## config.mk

```make
export PLATFORM = sky130hd
export DESIGN_NAME = dbus_ctrl
export DESIGN_NICKNAME = d
export VERILOG_FILES = /design/src/rtl/dbus_ctrl.sv
export SDC_FILE = /design/constraint.sdc
export NUM_CORES = 1
export LEC_CHECK = 0
export ABC_AREA = 1
export CAP_MARGIN = 20
export CORE_ASPECT_RATIO = 0.6
export CORE_MARGIN = 10
export CORE_UTILIZATION = 41
export CTS_CLUSTER_DIAMETER = 40
export CTS_CLUSTER_SIZE = 8
export DETAILED_ROUTE_END_ITERATION = 8
export PLACE_DENSITY_LB_ADDON = 0.3
export SYNTH_ARGS = -nofsm -noshare
export SYNTH_HDL_FRONTEND = slang
export SYNTH_SLANG_ARGS = --single-unit
export TNS_END_PERCENT = 20
```

## constraint.sdc

```tcl
create_clock -name CLK -period 5.7 [get_ports CLK]
set_input_delay 1.14 -clock CLK [delete_from_list [all_inputs] [get_ports CLK]]
set_output_delay 1.14 -clock CLK [all_outputs]
set_load 0.02 [all_outputs]
```

## src/rtl/dbus_ctrl.sv

```systemverilog
// Data-bus controller: routes core loads/stores to dmem or to the AXI-lite engine, one response per request.
// DMEM responds 1 cycle after accept; AXI-lite responds 1 cycle after DONE or after a bounded timeout with ERR.
module dbus_ctrl #(
   parameter int DMEM_ADDR_WIDTH = 10,
   parameter int AXIL_TIMEOUT    = 255
) (
   input  logic                       CLK,
   input  logic                       RST,
   input  logic                       REQ_VALID,
   output logic                       REQ_READY,
   input  logic [31:0]                REQ_ADDR,
   input  logic [31:0]                REQ_WDATA,
   input  logic [3:0]                 REQ_WMASK,
   output logic                       RSP_VALID,
   output logic [31:0]                RSP_RDATA,
   output logic                       RSP_ERR,
   output logic                       DMEM_EN,
   output logic [3:0]                 DMEM_WMASK,
   output logic [DMEM_ADDR_WIDTH-1:0] DMEM_ADDR,
   output logic [31:0]                DMEM_WDATA,
   input  logic [31:0]                DMEM_RDATA,
   output logic                       AXIL_START_READ,
   output logic                       AXIL_START_WRITE,
   input  logic                       AXIL_BUSY_READ,
   input  logic                       AXIL_BUSY_WRITE,
   input  logic                       AXIL_DONE_READ,
   input  logic                       AXIL_DONE_WRITE,
   output logic [31:0]                AXIL_TRANSACTION_RADDR,
   output logic [31:0]                AXIL_TRANSACTION_WRADDR,
   output logic [31:0]                AXIL_TRANSACTION_WRDATA,
   output logic [3:0]                 AXIL_TRANSACTION_WSTRB,
   input  logic [31:0]                AXIL_TRANSACTION_RDATA
);

   typedef enum logic [2:0] {IDLE, DMEM_RSP, AXIL_RD, AXIL_WR, AXIL_RSP} state_t;

   localparam logic [15:0] TIMEOUT_CNT = 16'(AXIL_TIMEOUT);

   state_t      state;
   state_t      state_nxt;
   logic [15:0] cnt;
   logic        is_dmem;
   logic        is_write;
   logic        busy_sel;
   logic        accept;
   logic        wait_done;
   logic        timed_out;
   logic        dmem_write;
   logic [31:0] rdata_lat;
   logic        err_lat;

   assign is_dmem   = (REQ_ADDR[31:DMEM_ADDR_WIDTH+2] == '0);
   assign is_write  = |REQ_WMASK;
   assign busy_sel  = is_write ? AXIL_BUSY_WRITE : AXIL_BUSY_READ;
   assign REQ_READY = ~RST & (state == IDLE) & (is_dmem | ~busy_sel);
   assign accept    = REQ_VALID & REQ_READY;

   assign DMEM_EN    = accept & is_dmem;
   assign DMEM_WMASK = DMEM_EN ? REQ_WMASK : 4'b0;
   assign DMEM_ADDR  = REQ_ADDR[DMEM_ADDR_WIDTH+1:2];
   assign DMEM_WDATA = REQ_WDATA;

   // DONE only counts on the channel we are actually waiting for; it beats a same-cycle timeout.
   assign wait_done = ((state == AXIL_RD) & AXIL_DONE_READ) | ((state == AXIL_WR) & AXIL_DONE_WRITE);
   assign timed_out = (cnt >= TIMEOUT_CNT);

   always_comb begin
      state_nxt = state;
      RSP_VALID = 1'b0;
      RSP_RDATA = '0;
      RSP_ERR   = 1'b0;
      case (state)
         IDLE: begin
            if (accept) state_nxt = is_dmem ? DMEM_RSP : (is_write ? AXIL_WR : AXIL_RD);
         end
         DMEM_RSP: begin
            RSP_VALID = 1'b1;
            RSP_RDATA = dmem_write ? '0 : DMEM_RDATA;
            state_nxt = IDLE;
         end
         AXIL_RD, AXIL_WR: begin
            if (wait_done | timed_out) state_nxt = AXIL_RSP;
         end
         AXIL_RSP: begin
            RSP_VALID = 1'b1;
            RSP_RDATA = rdata_lat;
            RSP_ERR   = err_lat;
            state_nxt = IDLE;
         end
         default: state_nxt = IDLE;
      endcase
   end

   always_ff @(posedge CLK or posedge RST) begin
      if (RST) begin
         state                   <= IDLE;
         cnt                     <= '0;
         dmem_write              <= 1'b0;
         rdata_lat               <= '0;
         err_lat                 <= 1'b0;
         AXIL_START_READ         <= 1'b0;
         AXIL_START_WRITE        <= 1'b0;
         AXIL_TRANSACTION_RADDR  <= '0;
         AXIL_TRANSACTION_WRADDR <= '0;
         AXIL_TRANSACTION_WRDATA <= '0;
         AXIL_TRANSACTION_WSTRB  <= '0;
      end else begin
         state            <= state_nxt;
         AXIL_START_READ  <= accept & ~is_dmem & ~is_write;
         AXIL_START_WRITE <= accept & ~is_dmem & is_write;
         if (accept) dmem_write <= is_write;
         if (accept & ~is_dmem) begin
            AXIL_TRANSACTION_RADDR  <= REQ_ADDR;
            AXIL_TRANSACTION_WRADDR <= REQ_ADDR;
            AXIL_TRANSACTION_WRDATA <= REQ_WDATA;
            AXIL_TRANSACTION_WSTRB  <= REQ_WMASK;
            cnt                     <= '0;
         end else if ((state == AXIL_RD) || (state == AXIL_WR)) begin
            if (cnt != 16'hFFFF) cnt <= cnt + 16'd1;
            if (wait_done) begin
               rdata_lat <= (state == AXIL_RD) ? AXIL_TRANSACTION_RDATA : '0;
               err_lat   <= 1'b0;
            end else if (timed_out) begin
               rdata_lat <= '0;
               err_lat   <= 1'b1;
            end
         end
      end
   end

endmodule

```

# Yosys cells after proc, flatten, opt, wreduce, memory -nomap -nowiden
# Cells that the tools add are included.
dict set report classes {
  mux 19
  order_cmp 1
  eq_ne 7
  bitwise_logic 17
  n_addsub 1
  n_reduce_logical 12
}
# op count
set ops {}
lappend ops {{32-bit 2-to-1 mux} 4}
lappend ops {{32-bit case mux with 2 select lines} 1}
lappend ops {{16-bit 2-to-1 mux} 3}
lappend ops {{20-bit logical NOT} 1}
lappend ops {{16-bit by 1-bit adder with 16-bit output, second input constant} 1}
lappend ops {{16-bit by 8-bit greater-or-equal comparator with 1-bit output, second input constant} 1}
lappend ops {{16-bit != test, second input constant} 1}
lappend ops {{1-bit AND} 9}
lappend ops {{3-bit by 2-bit equality test with 1-bit output, second input constant} 2}
lappend ops {{1-bit 2-to-1 mux} 6}
lappend ops {{3-bit 2-to-1 mux} 2}
lappend ops {{3-bit case mux with 2 select lines} 1}
lappend ops {{2-bit nonzero test} 3}
lappend ops {{1-bit NOT} 5}
lappend ops {{4-bit 2-to-1 mux} 1}
lappend ops {{2-bit != test, second input constant} 2}
lappend ops {{2-bit AND reduction} 2}
lappend ops {{2-bit OR reduction} 2}
lappend ops {{4-bit OR reduction} 1}
lappend ops {{3-bit by 1-bit equality test with 1-bit output, second input constant} 1}
lappend ops {{3-bit equality test, second input constant} 1}
lappend ops {{3-bit logical NOT} 1}
lappend ops {{1-bit bitwise OR} 3}
lappend ops {{3-bit AND reduction} 1}
lappend ops {{other kinds (2)} 2}
dict set report word_totals {
  regBits 123
  elab_cells 67
  out_inout_bits 184
  in_bits 139
}

# Depth between registers and ports, before layout
dict set report logic_depth {
  ltp_word 9
  depth_mapped 13
  ltp_nobuf 12
}

# Least setup slack after synthesis
# Ideal clock, no wire load.
dict set report synth_path {
  path_type {input port to output port}
  from {input port REQ_ADDR[31]}
  to {output port DMEM_WMASK[0]}
  cell_stages 9
  path_buffers 0
  slack_ns 1.996
  required_time_ns 4.560
  arrival_time_ns 2.564
  cell_sequence {nor2_1 -> nand2_1 -> nor2_1 -> nand3_1 -> nand2_1 -> nand3_1 -> nor2_1 -> inv_1 -> nor2_1}
}
dict set report synth_between {
  elab_chain_cells 6
}
# item line_no
set synth_rtl {}
lappend synth_rtl {{start, declared} 11} ;# input logic [31:0] REQ_ADDR,
lappend synth_rtl {{20-bit logical NOT (*)} 52} ;# assign is_dmem = (REQ_ADDR[31:DMEM_ADDR_WIDTH+2] == '0);
lappend synth_rtl {{1-bit bitwise OR} 55} ;# assign REQ_READY = ~RST & (state == IDLE) & (is_dmem | ~busy_sel);
lappend synth_rtl {{1-bit AND} 55}
lappend synth_rtl {{1-bit AND} 56} ;# assign accept = REQ_VALID & REQ_READY;
lappend synth_rtl {{1-bit AND (*)} 58} ;# assign DMEM_EN = accept & is_dmem;
lappend synth_rtl {{via DMEM_EN} 17} ;# output logic DMEM_EN,
lappend synth_rtl {{4-bit 2-to-1 mux (*)} 59} ;# assign DMEM_WMASK = DMEM_EN ? REQ_WMASK : 4'b0;
lappend synth_rtl {{end, declared} 18} ;# output logic [3:0] DMEM_WMASK,
# Mark *: on every way through the listed nets, which the timed path passes. The rest lies on a longest branch.

# Worst setup path after layout
dict set report layout_path {
  from {input port REQ_ADDR[31]}
  to {output port DMEM_WMASK[2]}
}
dict set report layout_between {
  elab_chain_cells 6
}
# item line_no
set layout_rtl {}
lappend layout_rtl {{20-bit logical NOT (*)} 52}
lappend layout_rtl {{1-bit bitwise OR} 55}
lappend layout_rtl {{1-bit AND} 55}
lappend layout_rtl {{1-bit AND} 56}
lappend layout_rtl {{1-bit AND (*)} 58}
lappend layout_rtl {{4-bit 2-to-1 mux (*)} 59}
# Every way passes the cells marked *; elsewhere a longest branch is shown, timed or not.

==> summary.md <==
| Metric | Value |
|---|---|
| Clk slew on worst S/H paths | `about 0.060 ns` |
| DR vias/cell | `4.79` |
| Finished Core Util | `between 60% and 70%` |
| Post-CTS setup buffers | `0` |
| Unique cell type count in the Yosys netlist | `30` |
| Clk pwr share | `between 20% and 30%` |
| #FFs+latches synth | `between 100 and 150` |
| Final GP Congestion | `roughly 0.86` |
| Setup violation total in the final timing report | `0` |
| FMAX | `~0.21 GHz` |
| Area growth from synthesis to layout | `55.8%` |
| First-pass GRT wire length | `about 33000 µm` |
| Final wirelength | `about 22000 µm` |
| Crit-path slowest cell | `clkdlybuf4s50_1` |
| Cells after synthesis | `roughly 800` |
| Max-Cap Viols | `0` |
| Htree depth | `4` |
| Initial Utilization | `roughly two fifths` |
| PD cells | `about 520 nW/µm²` |
| Static leakage | `roughly 4.6 nW` |
| Largest net degree at the start of global routing | `between 70 and 80` |
| CTS sink cnt | `123` |
| Mean Syn Cell Area | `between 7 and 8 µm²` |
| Vias post-DR | `6022` |
| I/O pin count | `roughly 320` |
| Synthesized area | `roughly 6300 µm²` |
| Longest Clk Path Bufs | `2` |
| Final #Nets | `roughly 1.2k` |
| CORE AREA | `around 15000 µm²` |
| Setup skew after layout | `around 0.012 ns` |
| First-pass DRT Iterations | `5` |
| Post-synthesis sequential area ratio | `between 40 and 50%` |
| TNS Setup | `0 ns` |
| Remaining antenna violation count | `0` |
| Final min period | `4.80 ns` |
| Die H | `116 µm` |
| Gate power share | `a little under half` |
| DR iter-0 viols | `about 480` |
| Period utilization | `between 80% and 90%` |
| P_sw | `a little under 2 mW` |
| Post-synthesis net count | `941` |
| Req. time, crit path | `4.56 ns` |
| Total die area | `~21000 µm²` |
| Sequential power share | `28.6%` |
| Switching Fraction | `roughly two fifths` |
| Maximum VDD drop | `between 0.2 and 0.3 mV` |
| CP Cell Sequence | `clkdlybuf4s50_1, nor2_1, nand2_1, nor2_1, nand3_1, nand2_1, nand3_1, nor2_1, inv_1, nor2_1, clkdlybuf4s50_1` |
| Power Internal | `approximately 3.2 mW` |
| Crit path kind | `primary input to primary output` |
| DR DRC count | `0` |
| Ys Warns | `0` |
| Most Frequent Cell on Critical Path | `nor2_1` |
| CP arrival | `about 3.7 ns` |
| CP max FO | `6` |
| PostCTS Resize Cnt | `0` |
| Post-synth EDFFs | `0` |
| Total track usage | `between 10% and 20%` |
| Total CTS buffers | `17` |
| Die Width | `between 150 and 200 µm` |
| Post-synth top cells | `251 x nand2_1, 123 x dfrtp_1, 102 x inv_1` |
| Crit-path max cell delay | `0.68 ns` |
| Crit. End Element | `primary output` |
| Count leader, synth | `nand2_1` |
| Post-synth top area share | `roughly 49%` |
| Async set-reset flop share out of synthesis | `between 90% and 100%` |
| Status | `finished, final reports clean` |
| Site row count | `35` |
| PortBufs | `322` |
| Synth Flop Type | `dfrtp_1` |
| Worst setup SP type | `primary input` |
| Endpoints failing hold | `0` |
| Hold Buf Count CTS | `0` |
| Fraction of layout cells with a size suffix above 1 | `under 10%` |
| Antenna violations before repair | `0` |
| Worst Hold Class | `register to register` |
| Worst-Margin Slew | `0.967 ns` |
| Overflow left after global routing | `0` |
| CTS tree | `yes` |
| Synth top area cells | `dfrtp_1 49%, nand2_1 15%, buf_4 8.9%` |
| Vias in the first global route | `roughly 6.0k` |
| Cell taking the most area after synthesis | `dfrtp_1` |
| RSZ-0062 raised after global routing | `no` |
| Relative slew margins | `a little over a third` |
| Root Buffer | `clkbuf_16` |
| Skew-Pair Late Insertion Delay | `just over 0.4 ns` |
| N_diodes | `0` |
| DR WL/cell | `around 17 µm` |
| Detail Placement HPWL | `approximately 17000 µm` |
| Final Max Slew Viols | `0` |
state kept, by name (all words and copies together), names as in the netlist:
| signal | flops |
|---|---|
| AXIL_TRANSACTION_WRADDR | 32 |
| dmem_write | 1 |
| cnt | 16 |
| err_lat | 1 |
| rdata_lat | 32 |
| AXIL_START_READ | 1 |
| AXIL_START_WRITE | 1 |
| AXIL_TRANSACTION_WRDATA | 32 |
| state | 3 |
| AXIL_TRANSACTION_WSTRB | 4 |
per-stage QoR:
stage | setup slack, ns | power, mW | hold slack [ns] | instance area, µm² | std cells
floorplan | 1.29 | 2.82 | 0.443 | 6340 | 801
global placement | 0.988 | 3.84 | 0.461 | 9110 | 1221
detailed placement | 0.939 | 3.89 | 0.464 | 9140 | 1222
CTS | 0.934 | 5.17 | 0.479 | 9830 | 1254
global route | 0.726 | 5.43 | 0.494 | 9870 | 1256
finish | 0.897 | 5.14 | 0.473 | 9870 | 1256
layer usage:
metal	share of wire [%]	GRT usage (%)	vias to the layer above
met1	43	24.5	2852
li1	-	-	2932
met4	0.42	3.70	0
met5	0	0	-
met3	8.9	7.77	9
met2	48	33.2	229
area by class of cell:
cell class | count | area [µm²]
sequential | 123 | 3080
multi-input combinational | 462 | 2120
clock buffer | 19 | 453
tap | 203 | 254
clock inverter | 13 | 238
inverter | 106 | 400
timing repair buffer | 330 | 3330
fill | 1324 | 5370
final timing paths:
kind / start / end / slack, ns / cells after the start
max: REQ_ADDR[31] / DMEM_WMASK[2] / 0.90 / 11
min: AXIL_TRANSACTION_WRDATA[17] / AXIL_TRANSACTION_WRDATA[17] / 0.47 / 2
max reg2reg: state[0] / rdata_lat[22] / 2.99 / 8
min reg2reg: AXIL_TRANSACTION_WRDATA[17] / AXIL_TRANSACTION_WRDATA[17] / 0.47 / 2
max in group asynchronous: RST / AXIL_TRANSACTION_WRDATA[18] / 3.42 / 3
min in group asynchronous: RST / rdata_lat[21] / 1.36 / 2
power groups by stage:
stage | Clock [mW] | Combinational [mW] | Sequential (mW)
after floorplan | 0 | 1.08 | 1.74
after detailed placement | 0 | 2.38 | 1.51
final | 1.25 | 2.42 | 1.47
after global routing | 1.32 | 2.59 | 1.52
after CTS | 1.27 | 2.39 | 1.50
after global placement | 0 | 2.35 | 1.49
logic make-up (layout without fill, tap and decap cells):
kind of cell / after synthesis / after routing / share of synthesized area [%]
AND/OR/NAND/NOR: 373 / 373 / 24.2
adder cells (fa/ha/maj): 1 / 1 / 0.197
AO/OA/AOI/OAI: 87 / 87 / 8.97
buffers and inverters: 216 / 468 / 18.0
flip-flops: 123 / 123 / 48.6
XOR/XNOR: 1 / 1 / 0.138
placed cells by master (no fill, tap or decap), types with 2 or more instances in the layout:
cell / n
a21oi_1: 4
buf_16: 2
buf_4: 5
bufinv_16: 6
clkbuf_16: 17
clkbuf_8: 2
clkdlybuf4s50_1: 322
clkinv_4: 2
clkinvlp_4: 3
dfrtp_1: 123
inv_1: 101
inv_2: 4
inv_6: 2
nand2_1: 251
nand2_2: 2
nand3_1: 49
nand4_1: 8
nor2_1: 54
nor2_2: 2
nor3_1: 3
o211ai_1: 2
o21ai_0: 37
o21ai_1: 9
o32ai_1: 31
critical path: cells and delay by family:
kind                   cells  cell delay [ns]
and+or+nand+nor            8             1.30
buffers and inverters      3             1.23
(Power assumes the default switching activity.)
==> variant (same settings) <==
Register the output `RSP_ERR`; this adds one clock of latency there. The other outputs are not delayed to match.
--- a/src/rtl/dbus_ctrl.sv
+++ b/src/rtl/dbus_ctrl.sv
@@ -38,2 +38,4 @@
 
+   logic RSP_ERR_d;
+
    state_t      state;
@@ -70,3 +72,3 @@
       RSP_RDATA = '0;
-      RSP_ERR   = 1'b0;
+      RSP_ERR_d = 1'b0;
       case (state)
@@ -86,3 +88,3 @@
             RSP_RDATA = rdata_lat;
-            RSP_ERR   = err_lat;
+            RSP_ERR_d = err_lat;
             state_nxt = IDLE;
@@ -130,2 +132,6 @@
 
+   always_ff @(posedge CLK) begin
+      RSP_ERR <= RSP_ERR_d;
+   end
+
 endmodule
Check against the original RTL: same outputs for any inputs over 4 cycles, from zero or initial values and one cycle with RST high; that may be too few to reach the edited logic, so the function may still have changed.
==> variant against the original RTL <==
Register-to-register slack better by 0.03 ns; setup slack better by 0.047 ns; routed wire length grew 0.39%; first-iteration DRC count rose by 6.1%; final area is essentially flat; synthesized area up 0.34%; power decreased by 0.66%; sequential cell count rose by 1; die area is 0.28% higher; worst hold slack improved by 0.0042 ns; clock power fell by 4%; synthesized cell count grew 0.25%; largest cell class unchanged; largest power group unchanged.
==> variant: results (changes against the original RTL) <==
Outcome:
- Status: finished clean (unchanged).

Final layout:
- The share of cells above drive strength 1 is 4.84% (was 5.03%).
- The post-layout instance count excluding filler cells came to 1258 (was 1256).
- The area overhead of the layout relative to synthesis came to 55.4% (was 55.8%).
- The filler cell count is 1277 (was 1324).

Yosys:
- The XOR/XNOR share of the synthesized area is 0.138% (about the same).
- The net count of the mapped netlist is 943 (was 941).
- The post-synthesis cell type count is 31 (was 30).
- The portion of the post-synthesis area used by sequential elements is 48.7% (was 48.6%).
- The fraction of the mapped netlist area in compound gates was 8.86% (was 8.97%).
- The async set or reset register ratio after synthesis came to 99.2% (was 100%).
- Most frequent cells after synthesis: sky130_fd_sc_hd__nand2_1, sky130_fd_sc_hd__dfrtp_1, sky130_fd_sc_hd__inv_1 (unchanged).

Route:
- The routed length on met1 is 9050 um (was 9440 um).
- The average wire per standard cell is 17.5 um (was 17.4 um).
- The sum of met3 wire segment lengths after detailed routing is 2200 um (was 1950 um).
- The number of detailed-routing iterations run before antenna repair came to 6 (was 5).
- The wire length on met2 was 10500 um (was 10400 um).
- The number of violations reported at the end of detailed-routing iteration 0 is 504 (was 475).
- The average via count per standard cell came to 4.75 (was 4.79).

Placed design:
- The standard cell area after detailed placement came to 0.00917 mm^2 (was 0.00914 mm^2).
- The number of instances in the placed design is 1223 (was 1222).
- The estimated wirelength of the detail-placed design was 16700 um (was 16800 um).
- The pre-CTS worst setup slack is 0.948 ns (was 0.939 ns).

STA:
- The worst clock skew came to 0.00996 ns (was 0.0118 ns).
- The worst slew margin relative to its limit is 42.4% (was 35.5%).

Worst hold path:
- The source of the worst hold timing path was AXIL_TRANSACTION_WRDATA[28]$_DFFE_PP0N_ (was AXIL_TRANSACTION_WRDATA[17]$_DFFE_PP0N_).

Pwr:
- The leakage power total is 4.58 nW (was 4.57 nW).
- The worst voltage drop across the vdd grid came to 277 uV (was 275 uV).
- The switching part of the total is 38.8% (was 38.2%).

Worst setup path:
- The startpoint of the worst setup timing path is REQ_ADDR[16] (was REQ_ADDR[31]).
- The data arrival time at the worst-slack endpoint is 3.62 ns (was 3.66 ns).

GRT:
- The via count of the first global-routing pass came to 6239 (was 6027).
- The pin count of the biggest net entering global routing is 89 (was 78).
- The wire length of the first global-routing pass was 34300 um (was 33500 um).
- The met3 capacity usage during global routing is 8.42% (was 7.77%).
-- variant: changes by cell type after synthesis, sizes merged --
cell	unedited run	this run
dfxtp	0	1
nand2	254	256
nand4	9	8
nor3	3	4
o21ai	46	45
-- variant: power groups by stage --
stage / Combinational, mW / Clock [mW] / Sequential [mW]
floorplan: 1.08 / 0 / 1.75
global placement: 2.34 / 0 / 1.51
detailed placement: 2.36 / 0 / 1.53
CTS: 2.37 / 1.22 / 1.52
global route: 2.61 / 1.26 / 1.54
finish: 2.42 / 1.20 / 1.50
-- variant: layout make-up --
| class | instances | area share (%) |
|---|---|---|
| tap | 203 | 2.57 |
| multi-input combinational | 463 | 21.5 |
| clock inverter | 13 | 2.15 |
| timing repair buffer | 329 | 33.9 |
| sequential | 124 | 31.4 |
| clock buffer | 19 | 4.48 |
| inverter | 106 | 4.05 |
| antenna | 1 | 0.0253 |
-- variant: worst paths after layout --
check	endpoint	slack, ns
setup / recovery	DMEM_WMASK[2]	0.94
hold / removal	AXIL_TRANSACTION_WRDATA[28]$_DFFE_PP0N_	0.48
setup reg to reg	rdata_lat[23]$_DFFE_PP0P_	3.02
hold reg to reg	AXIL_TRANSACTION_WRDATA[28]$_DFFE_PP0N_	0.48
max in group asynchronous	rdata_lat[26]$_DFFE_PP0P_	3.63
min in group asynchronous	AXIL_TRANSACTION_WRDATA[7]$_DFFE_PP0N_	1.14
-- variant: cell families (layout without fill, tap and decap cells) --
| group | after synthesis | after routing |
|---|---|---|
| flops | 124 | 124 |
| fa+ha+maj | 1 | 1 |
| simple gates | 375 | 375 |
| buf+inv | 216 | 467 |
| compound gates | 86 | 86 |
| xor+xnor | 1 | 1 |
| other cells | 0 | 1 |
